### src/rtl/cnn_pkg.sv
// Shared constants and types for the FC classification path.
// fc_argmax optionally builds score readback storage under FC_ARGMAX_READBACK_EN.
package cnn_pkg;
    localparam int DATA_WIDTH = 12;
    localparam int OUTPUT_NUM = 10;
    localparam int IDX_WIDTH  = 4;

    typedef logic signed [DATA_WIDTH-1:0] score_t;
    typedef logic [IDX_WIDTH-1:0]         cls_idx_t;

    typedef enum logic {
        ST_IDLE  = 1'b0,
        ST_ACCUM = 1'b1
    } state_t;
endpackage

### src/rtl/fc_argmax_if.sv
// Score stream and classification result bundle between the FC layer and fc_argmax.
// Stream is valid-only (no ready): every cycle with valid_in high delivers one score that is always consumed.
interface fc_argmax_if;
    import cnn_pkg::*;

    logic     valid_in;
    score_t   data_in;
    logic     clear;
    cls_idx_t rd_addr;
    cls_idx_t decision;
    score_t   max_score;
    logic     valid_out;
    logic     busy;
    score_t   rd_data;
    state_t   dbg_state;

    modport master (
        output valid_in, data_in, clear, rd_addr,
        input  decision, max_score, valid_out, busy, rd_data, dbg_state
    );

    modport slave (
        input  valid_in, data_in, clear, rd_addr,
        output decision, max_score, valid_out, busy, rd_data, dbg_state
    );
endinterface

### src/rtl/fc_score_cmp.sv
// Running-maximum step: candidate replaces the current best only when strictly greater (signed),
// so ties keep the earlier (lower) class index.
module fc_score_cmp
    import cnn_pkg::*;
(
    input  score_t   best_val_i,
    input  cls_idx_t best_idx_i,
    input  score_t   cand_val_i,
    input  cls_idx_t cand_idx_i,
    output score_t   best_val_o,
    output cls_idx_t best_idx_o
);
    logic take_cand;

    assign take_cand  = (cand_val_i > best_val_i);
    assign best_val_o = take_cand ? cand_val_i : best_val_i;
    assign best_idx_o = take_cand ? cand_idx_i : best_idx_i;
endmodule

### src/rtl/fc_argmax.sv
// Argmax over one frame of OUTPUT_NUM signed class scores, one-cycle valid pulse per frame.
// Define FC_ARGMAX_READBACK_EN to build per-class score storage readable through rd_addr/rd_data.
module fc_argmax
    import cnn_pkg::*;
(
    input  logic        clk,
    input  logic        rst,
    fc_argmax_if.slave  bus
);
    localparam cls_idx_t LAST_IDX = cls_idx_t'(OUTPUT_NUM - 1);

    state_t   state_q;
    cls_idx_t cnt_q;
    score_t   best_val_q;
    cls_idx_t best_idx_q;
    cls_idx_t decision_q;
    score_t   max_score_q;
    logic     valid_out_q;

    logic     first_beat;
    cls_idx_t slot;
    logic     last_beat;
    score_t   cmp_val;
    cls_idx_t cmp_idx;
    score_t   best_val_d;
    cls_idx_t best_idx_d;

    // A clear in the same cycle as a beat makes that beat class 0 of a fresh frame.
    assign first_beat = bus.clear || (state_q == ST_IDLE);
    assign slot       = first_beat ? '0 : cnt_q;
    assign last_beat  = (slot == LAST_IDX);

    fc_score_cmp u_cmp (
        .best_val_i (best_val_q),
        .best_idx_i (best_idx_q),
        .cand_val_i (bus.data_in),
        .cand_idx_i (cnt_q),
        .best_val_o (cmp_val),
        .best_idx_o (cmp_idx)
    );

    assign best_val_d = first_beat ? bus.data_in : cmp_val;
    assign best_idx_d = first_beat ? '0 : cmp_idx;

    always_ff @(posedge clk or posedge rst) begin
        if (rst) begin
            state_q     <= ST_IDLE;
            cnt_q       <= '0;
            best_val_q  <= '0;
            best_idx_q  <= '0;
            decision_q  <= '0;
            max_score_q <= '0;
            valid_out_q <= 1'b0;
        end else begin
            valid_out_q <= 1'b0;
            if (bus.valid_in) begin
                best_val_q <= best_val_d;
                best_idx_q <= best_idx_d;
                if (last_beat) begin
                    decision_q  <= best_idx_d;
                    max_score_q <= best_val_d;
                    valid_out_q <= 1'b1;
                    cnt_q       <= '0;
                    state_q     <= ST_IDLE;
                end else begin
                    cnt_q   <= slot + cls_idx_t'(1);
                    state_q <= ST_ACCUM;
                end
            end else if (bus.clear) begin
                cnt_q   <= '0;
                state_q <= ST_IDLE;
            end
        end
    end

`ifdef FC_ARGMAX_READBACK_EN
    localparam logic [IDX_WIDTH:0] NUM_SLOTS = (IDX_WIDTH+1)'(OUTPUT_NUM);

    score_t score_mem [OUTPUT_NUM];

    // Storage survives clear; only reset wipes it.
    always_ff @(posedge clk or posedge rst) begin
        if (rst) begin
            for (int i = 0; i < OUTPUT_NUM; i++) begin
                score_mem[i] <= '0;
            end
        end else if (bus.valid_in) begin
            score_mem[slot] <= bus.data_in;
        end
    end

    assign bus.rd_data = ({1'b0, bus.rd_addr} < NUM_SLOTS) ? score_mem[bus.rd_addr] : '0;
`else
    logic unused_rd_addr;

    assign unused_rd_addr = ^bus.rd_addr;
    assign bus.rd_data    = '0;
`endif

    assign bus.decision  = decision_q;
    assign bus.max_score = max_score_q;
    assign bus.valid_out = valid_out_q;
    assign bus.busy      = (state_q == ST_ACCUM);
    assign bus.dbg_state = state_q;
endmodule

### src/flat_wrapper.sv
// flat-port wrapper written by rule: the top's interface ports become plain ports
module fc_argmax_flat import cnn_pkg::*;
  (clk, rst, bus_valid_in, bus_data_in, bus_clear, bus_rd_addr, bus_decision, bus_max_score, bus_valid_out, bus_busy, bus_rd_data, bus_dbg_state);
  fc_argmax_if bus_i ();
  input  logic clk;
  input  logic rst;
  input wire logic [$bits(bus_i.valid_in)-1:0] bus_valid_in;
  input wire logic [$bits(bus_i.data_in)-1:0] bus_data_in;
  input wire logic [$bits(bus_i.clear)-1:0] bus_clear;
  input wire logic [$bits(bus_i.rd_addr)-1:0] bus_rd_addr;
  output wire logic [$bits(bus_i.decision)-1:0] bus_decision;
  output wire logic [$bits(bus_i.max_score)-1:0] bus_max_score;
  output wire logic [$bits(bus_i.valid_out)-1:0] bus_valid_out;
  output wire logic [$bits(bus_i.busy)-1:0] bus_busy;
  output wire logic [$bits(bus_i.rd_data)-1:0] bus_rd_data;
  output wire logic [$bits(bus_i.dbg_state)-1:0] bus_dbg_state;
  assign bus_i.valid_in = bus_valid_in;
  assign bus_i.data_in = bus_data_in;
  assign bus_i.clear = bus_clear;
  assign bus_i.rd_addr = bus_rd_addr;
  assign bus_decision = bus_i.decision;
  assign bus_max_score = bus_i.max_score;
  assign bus_valid_out = bus_i.valid_out;
  assign bus_busy = bus_i.busy;
  assign bus_rd_data = bus_i.rd_data;
  assign bus_dbg_state = bus_i.dbg_state;
  fc_argmax u_core (.clk(clk), .rst(rst), .bus(bus_i));
endmodule
### config.mk
export PLATFORM = sky130hd
export DESIGN_NAME = fc_argmax_flat
export DESIGN_NICKNAME = d
export VERILOG_FILES = /design/src/rtl/cnn_pkg.sv /design/src/rtl/fc_argmax_if.sv /design/src/rtl/fc_score_cmp.sv /design/src/rtl/fc_argmax.sv /design/src/flat_wrapper.sv
export SDC_FILE = /design/constraint.sdc
export NUM_CORES = 1
export LEC_CHECK = 0
export CORE_ASPECT_RATIO = 1.5
export CORE_MARGIN = 2
export CORE_UTILIZATION = 50
export DETAILED_ROUTE_END_ITERATION = 6
export GPL_TIMING_DRIVEN = 0
export HOLD_SLACK_MARGIN = 0.05
export PLACE_DENSITY_LB_ADDON = 0.1
export SYNTH_ARGS = -nofsm -noshare
export SYNTH_HDL_FRONTEND = slang
export SYNTH_SLANG_ARGS = --single-unit
### constraint.sdc
create_clock -name clk -period 3.24 [get_ports clk]
set_clock_uncertainty 0.15 [all_clocks]
set_input_delay 0.486 -clock clk [delete_from_list [all_inputs] [get_ports clk]]
set_output_delay 0.486 -clock clk [all_outputs]
set_load 0.01 [all_outputs]
[Word level (Yosys, flattened, before mapping)]
Index checks and enable logic that the tools add are counted.
Storage, ports and cells
  bits in registers: 38
  bits in latches: 0
  memory bits (read-only): 0
  input port bits: 20
  memory bits (writable): 0
  output and inout port bits: 31
  word-level logic and storage cells: 27
  memories: 0
Operators by class
  $mul: 0
  $add $sub $neg: 1
  equal/unequal tests: 1
  div/mod/pow operators: 0
  reductions and logical operators: 3
  magnitude comparators: 1
  bitwise gates (word level): 1
  muxes and demuxes: 13
  shifts and indexed selects: 0
Operators with widths (number)
  12-bit two-way mux: 2
  4-bit two-way mux: 6
  12-bit greater-than comparator: 1
  1-bit two-way mux: 5
  4-bit by 1-bit adder with 4-bit output, second input constant: 1
  4-bit == test, second input constant: 1
  2-bit AND reduction: 1
  2-bit nonzero test: 1
  1-bit logical OR: 1
  1-bit inverter: 1

[Logic depth before layout (Yosys ltp)]
Gate-level depths: netlist (run 1).
  depth after elaboration: 6
  mapped depth: 11
  depth with buffers taken out: 10

[Modules after synthesis]
Synthesis (run 1) repeated with hierarchy kept, for this count alone.
Second synthesis, totals
  cells, all modules: 263
  area, all modules: 2813.9 sq um
Modules (own cells, without submodules)
  fc_argmax: instances 1, area each 1821.7 sq um, seq. area each 950.9 sq um, cells an instance 141
  fc_score_cmp: instances 1, area each 992.2 sq um, seq. area each 0.0 sq um, cells an instance 122

[Worst setup path after synthesis (run 1)]
No wires, ideal clock.
  path kind: input -> register
  start: in bus_data_in[1]
  end: reg u_core.best_val_q[11]
  cell stages on the path: 8
  required time: 2.965 ns
  path buffers: 1
  setup time: 0.125 ns
  arrival: 2.283 ns
  setup slack: 0.682 ns
  path through: ha_1 -> nor2b_4 -> o211ai_2 -> a21oi_2 -> o41a_4 -> o21ai_4 -> buf_12 -> mux2_4
On the way
  longest elaborated chain between the ends: 3
Ends and longest elaborated chain
  from (decl): line flat_wrapper.sv:8  | input wire logic [$bits(bus_i.data_in)-1:0] bus_data_in;
  12-bit greater-than comparator: line fc_score_cmp.sv:15  | assign take_cand = (cand_val_i > best_val_i);
  12-bit two-way mux: line fc_score_cmp.sv:16  | assign best_val_o = take_cand ? cand_val_i : best_val_i;
  12-bit two-way mux: line fc_argmax.sv:42  | assign best_val_d = first_beat ? bus.data_in : cmp_val;
  to (signal assigned): line fc_argmax.sv:57  | best_val_q <= best_val_d;
  to (decl): line fc_argmax.sv:14  | score_t best_val_q;
No other way between the ends.
A chain may end at the register's enable or synchronous reset.

[Worst setup path after layout (run 1)]
  start: in bus_data_in[11]
  end: reg u_core.best_val_q[3]
Same word-level chain as after synthesis.

==> metrics, run 1 <==
Die Wd=57.9 µm; FMAX=336 MHz; Slew HR=between 40% and 50%; P&R area growth vs syn=25.2%; FF+latch area=951 µm²; CTS tree=built; die area=0.00491 mm²; final period utilization=91.8%; CP startpoint kind=primary input; CP Class=in2reg; Avg Inst Size Synth=9.94 µm²; CTS buffer count=5; clock share of power=32.5%; initial antenna violation count=0; IO buf count=33; gr ovfl total=0; share of the synthesized area in the top cell type=43.7%; Psw=0.378 mW; top post-synthesis cells by count=dfrtp_1 (38), a21oi_1 (21), nor2_1 (21); PD cells=462 mW/mm²; Yosys warnings=0; Worst R2R Path Depth=11; initial drt markers=between 70 and 80; CP arrival=3010 ps; R2R setup slack=530 ps; sw frac=between 30 and 40%; worst-margin pin slew=806 ps; total wire length=4.80 mm; Peak VDD IR=0.368 mV; Hold EP=u_core.bus.decision[2]; layout cell share with drive strength beyond 1=16.6%; Filler Cell Count=383; Pint=0.880 mW; Yosys reg bits=38; setup TNS=0 ps; Core Footprint=0.00421 mm²; Routed Antenna Nets=0; H-tree depth=2; DRT Pass-1 Iters=4; worst path required time=between 3000 and 4000 ps; antenna cell count=0; crit path max fanout=10; Synth Instances=between 200 and 250; Crit. End Element=register; status=completed; most frequent cell after synthesis=dfrtp_1; Hold Crit Class=reg2reg; minimum clock period=2970 ps; Seq/Total Area, Yosys=43.7%; post-CTS setup buffers=0; synth unique cells=35; Global Route Usage Sum=21.3%; hold path start=u_core.bus.decision[2]; Placer Congestion=0.829; Multi-input gate area=0.00106 mm²; Final setup viols=0; via count=1749; Max Slew Vio Count=0; FP Rows=29; post-place setup slack=-61.2 ps; P_leak=1.30 nW; largest net degree at the start of global routing=39; Hold Path Depth=2; DP HPWL=between 3 and 4 mm; Starting Density=51.7%; Clock transition at path regs=80 ps; I/O pins=51; Hold Fails Final Rpt=0; largest cells by area after synthesis=dfrtp_1 (44%), ha_1 (8.0%), a21oi_1 (4.8%); combinational share of power=25.0%; CTS sink count=38; Root Buffer=clkbuf_8; first-pass GRT wire length=8.15 mm; total power draw=1.26 mW; reg-to-reg startpoint=u_core.bus.busy; worst r2r dst=u_core.bus.max_score[11]; post_cts resized=0; most used flip-flop cell after synthesis=dfrtp_1; Synth Cell Area=~0.0022 mm²; Post-synth EDFFs=0; number of global-route vias before repair=between 1500 and 2000; Seq pwr share=42.5%; worst-skew pair later-pin latency=a little under 300 ps; DR vias/cell=about 5.5; Worst setup startpoint=bus_data_in[11]; final setup margin=~270 ps; Die Y=84.8 µm; MaxCap Viol Count=0; hold_buf cts=0; Max Buffers Root-to-Sink=2; most area-hungry cell type in the Yosys netlist=dfrtp_1; ys async rst share=100%; post-route DRC violation count=0; DR WL/cell=between 15 and 20 µm; fin nets=304; RSZ-0062 raised after global routing=false
==> state kept, by name, indices dropped and copies added (netlist names) <==
register / flops
u_core.bus.busy: 1
u_core.bus.valid_out: 1
u_core.bus.decision: 4
u_core.best_val_q: 12
u_core.cnt_q: 4
u_core.bus.max_score: 12
u_core.best_idx_q: 4
==> power by group through the flow <==
stage | combinational, mW | sequential [mW] | clock, mW
floorplan | 0.235 | 0.537 | 0
global placement | 0.311 | 0.542 | 0
detailed placement | 0.313 | 0.544 | 0
CTS | 0.316 | 0.535 | 0.416
global route | 0.350 | 0.540 | 0.437
finish | 0.314 | 0.535 | 0.409
==> cell type report <==
cell class / count / area share [%]
clock inverter: 3 / 1.65
multi-input combinational: 153 / 38.9
buffer: 21 / 5.37
clock buffer: 5 / 2.52
tap: 46 / 2.11
sequential: 38 / 34.9
inverter: 18 / 2.48
timing repair buffer: 33 / 12.1
==> worst max-delay path: stages <==
cell and delay [ps]:
clkdlybuf4s50_1 470, ha_1 380, nand4_1 130, or2_1 150
a21oi_2 70, o41a_4 490, o21ai_4 320, buf_12 200
mux2_4 300
==> how the worst max path moves through the flow <==
stage,end,slack (ps),depth (start not counted)
finish,u_core.best_val_q[3],270,9
global route,u_core.bus.max_score[1],100,11
CTS,u_core.bus.max_score[0],250,11
detailed placement,u_core.bus.max_score[0],-60,11
global placement,u_core.best_val_q[4],-30,9
floorplan,u_core.best_val_q[11],680,8
==> cell usage in the layout, fill, tap and decap left out, drive strengths merged, types with 9 or more instances in the layout <==
cell type	instances
clkdlybuf4s50	33
inv	17
a21oi	22
a31oi	14
o21ai	18
clkbuf	10
dfrtp	38
conb	12
ha	14
mux2	12
buf	16
nand2	9
nor2	21
==> logic make-up after synthesis <==
logic type | share of synthesized area [%]
muxes | 7.24
buffers and inverters | 9.83
other | 0.172
AOI/OAI and AO/OA | 21.1
and+or+nand+nor | 9.94
adders and majority gates | 8.05
DFF | 43.7
==> stage by stage <==
stage / std cells / cell area [µm²] / hold slack [ps] / utilization, %
final: 317 / 2730 / 364 / 64.8
after global routing: 317 / 2730 / 392 / 64.8
after CTS: 317 / 2720 / 368 / 64.6
after detailed placement: 309 / 2610 / 330 / 61.9
after global placement: 309 / 2610 / 337 / 61.9
after floorplan: 230 / 2220 / 323 / -
==> routing by layer <==
layer  share of wire, %  vias up  global-route usage [%]
met4                2.1        0                    8.46
met1                 41      853                    27.3
li1                   -      850                       -
met3                3.7        9                    3.96
met5                  0        -                       0
met2                 53       37                    35.2
Power figures use the tool's default switching activity.
==> run 2, diff against run 1 <==
GPL_TIMING_DRIVEN = unset   (was 0)
==> metrics, run 2 (synthesis gave the netlist of run 1 again) <==
status=completed; Peak VDD IR=0.426 mV (+16%); Root Buffer=clkbuf_8; Worst R2R Path Depth=9 (-2); Post-Layout Cell Count=306 (-3.5%); CP max-delay cell=clkdlybuf4s50_1; reg-to-reg startpoint=u_core.best_val_q[11]; Die Y=84.8 µm (unchanged); first-pass GRT wire length=8.25 mm (+1.3%); largest net degree at the start of global routing=39 (unchanged); Routed Antenna Nets=0 (unchanged); cell family with most CP delay=compound AO/OA/AOI/OAI gates; CP endpoint=u_core.best_val_q[0]; Multi-input gate area=0.00105 mm² (-0.59%); IO buf count=34 (+3.0%); PD cells=500 mW/mm² (+8.3%); hold path start=u_core.bus.decision[2]; DP HPWL=3.23 mm (-6.9%); CTS sink count=38 (unchanged); hold_buf cts=0 (unchanged); I/O pins=51 (unchanged); Clock transition at path regs=70 ps (about the same); FP Rows=29 (unchanged); CTS buffer count=5 (unchanged); die area=0.00491 mm² (unchanged); placed cells=298 (-3.6%); fin nets=293 (-3.6%); CTS tree=built; via count=1708 (-2.3%); post_cts resized=0 (unchanged); Max Buffers Root-to-Sink=2 (unchanged); final period utilization=85.1% (-6.7 points); number of cells on the critical path=9 (unchanged); CP startpoint kind=primary input; Starting Density=51.7% (unchanged); number of global-route vias before repair=1777 (+4.6%); Final setup viols=0 (unchanged); DR vias/cell=5.58 (+1.2%); total wire length=4.66 mm (-2.9%); Core Footprint=0.00421 mm² (unchanged); Util after Layout=64.0% (-0.80 points); Crit. End Element=register; Cell Chain, Critical Path=clkdlybuf4s50_1, ha_1, nand4_1, or2_1, a21oi_2, o41a_4, o21ai_4, buf_12, mux2_2; P&R area growth vs syn=23.7%; worst-skew pair later-pin latency=290 ps (about the same); initial drt markers=42 (-42%); Worst setup startpoint=bus_data_in[11]; Slew HR=62.3% (+16 points); antenna cell count=0 (unchanged); Global Route Usage Sum=21.7% (+0.34 points); final setup margin=483 ps (+217 ps); Max Slew Vio Count=0 (unchanged); setup TNS=0 ps (unchanged); minimum clock period=2760 ps (-217 ps); worst-margin pin slew=563 ps (-243 ps); P_leak=1.28 nW (-1.6%); commonest non-fill, non-tap cell in the layout=dfrtp_1; DRT Pass-1 Iters=6 (+2); most frequent cells in the layout=dfrtp_1 (38), clkdlybuf4s50_1 (34), nor2_1 (21), a21oi_1 (21); Hold Fails Final Rpt=0 (unchanged); layout cell share with drive strength beyond 1=13.8% (-2.8 points); crit path max fanout=12 (+2); DR WL/cell=15.2 µm (+0.64%); H-tree depth=2 (unchanged); Placer Congestion=0.795 (-4.1%); RSZ-0062 raised after global routing=false; FMAX=363 MHz (+7.9%); post-route DRC violation count=0 (unchanged); CP arrival=2780 ps (-230 ps); FF+latch area=951 µm² (unchanged); R2R setup slack=750 ps (+220 ps); Die Wd=57.9 µm (unchanged); post-place setup slack=195 ps (+256 ps); Filler Cell Count=397 (+3.7%); initial antenna violation count=0 (unchanged); gr ovfl total=0 (unchanged); MaxCap Viol Count=0 (unchanged); Hold Crit Class=reg2reg; Buffers & Inverters on Critical Path=2 (unchanged); worst path required time=3260 ps (about the same); crit-path max cell delay=460 ps (-30 ps); post-CTS setup buffers=0 (unchanged); worst r2r dst=u_core.best_val_q[0]; CP Class=in2reg
## run 2: cell count changes in the layout (fill, tap and decap cells not counted), sizes merged
cell / previous run / this run
bufinv: 1 / 2
clkdlybuf4s50: 33 / 34
clkinvlp: 2 / 0
clkbuf: 10 / 6
buf: 16 / 9
## run 2: worst min-delay path by stage
stage	to	slack, ps	cells past startpoint
2_1_floorplan	u_core.best_idx_q[2]	320	1
3_3_place_gp	u_core.bus.decision[2]	320	2
3_5_place_dp	u_core.bus.decision[2]	340	2
4_1_cts	u_core.bus.decision[2]	360	2
5_1_grt	u_core.best_idx_q[3]	390	1
6_report	u_core.bus.decision[2]	350	2
## run 2: stage by stage
| stage | instance area [µm²] | hold slack [ps] | total power [mW] |
|---|---|---|---|
| CTS | 2690 | 362 | 1.36 |
| detailed placement | 2550 | 340 | 0.855 |
| global placement | 2550 | 321 | 0.852 |
| floorplan | 2220 | 323 | 0.772 |
| global route | 2690 | 389 | 1.42 |
| finish | 2690 | 354 | 1.35 |
## run 2: worst min-delay path, delay by kind of cell (launching register included)
kind,cells,cell delay [ps]
and+or+nand+nor,1,50
DFF,1,350
AOI/OAI and AO/OA,1,60
## run 2: cell type report
type	count	area share, %
Clock buffer	6	3.07
Clock inverter	2	2.23
Inverter	18	2.51
Multi-Input combinational cell	153	39.1
Sequential cell	38	35.3
Tap cell	46	2.14
Timing Repair Buffer	43	15.6
## run 2: layer usage
| layer | vias to the layer above | part of all wire, % | track usage (%) |
|---|---|---|---|
| li1 | 831 | - | - |
| met1 | 841 | 39 | 25.4 |
| met2 | 27 | 56 | 39.4 |
| met3 | 9 | 3.0 | 3.20 |
| met4 | 0 | 1.8 | 7.40 |
| met5 | - | 0 | 0 |
## run 2: power by group
group | switching [mW] | leakage (nW) | internal [mW]
sequential | 0.0275 | 0.497 | 0.508
combinational | 0.168 | 0.708 | 0.144
clock | 0.170 | 0.0714 | 0.328
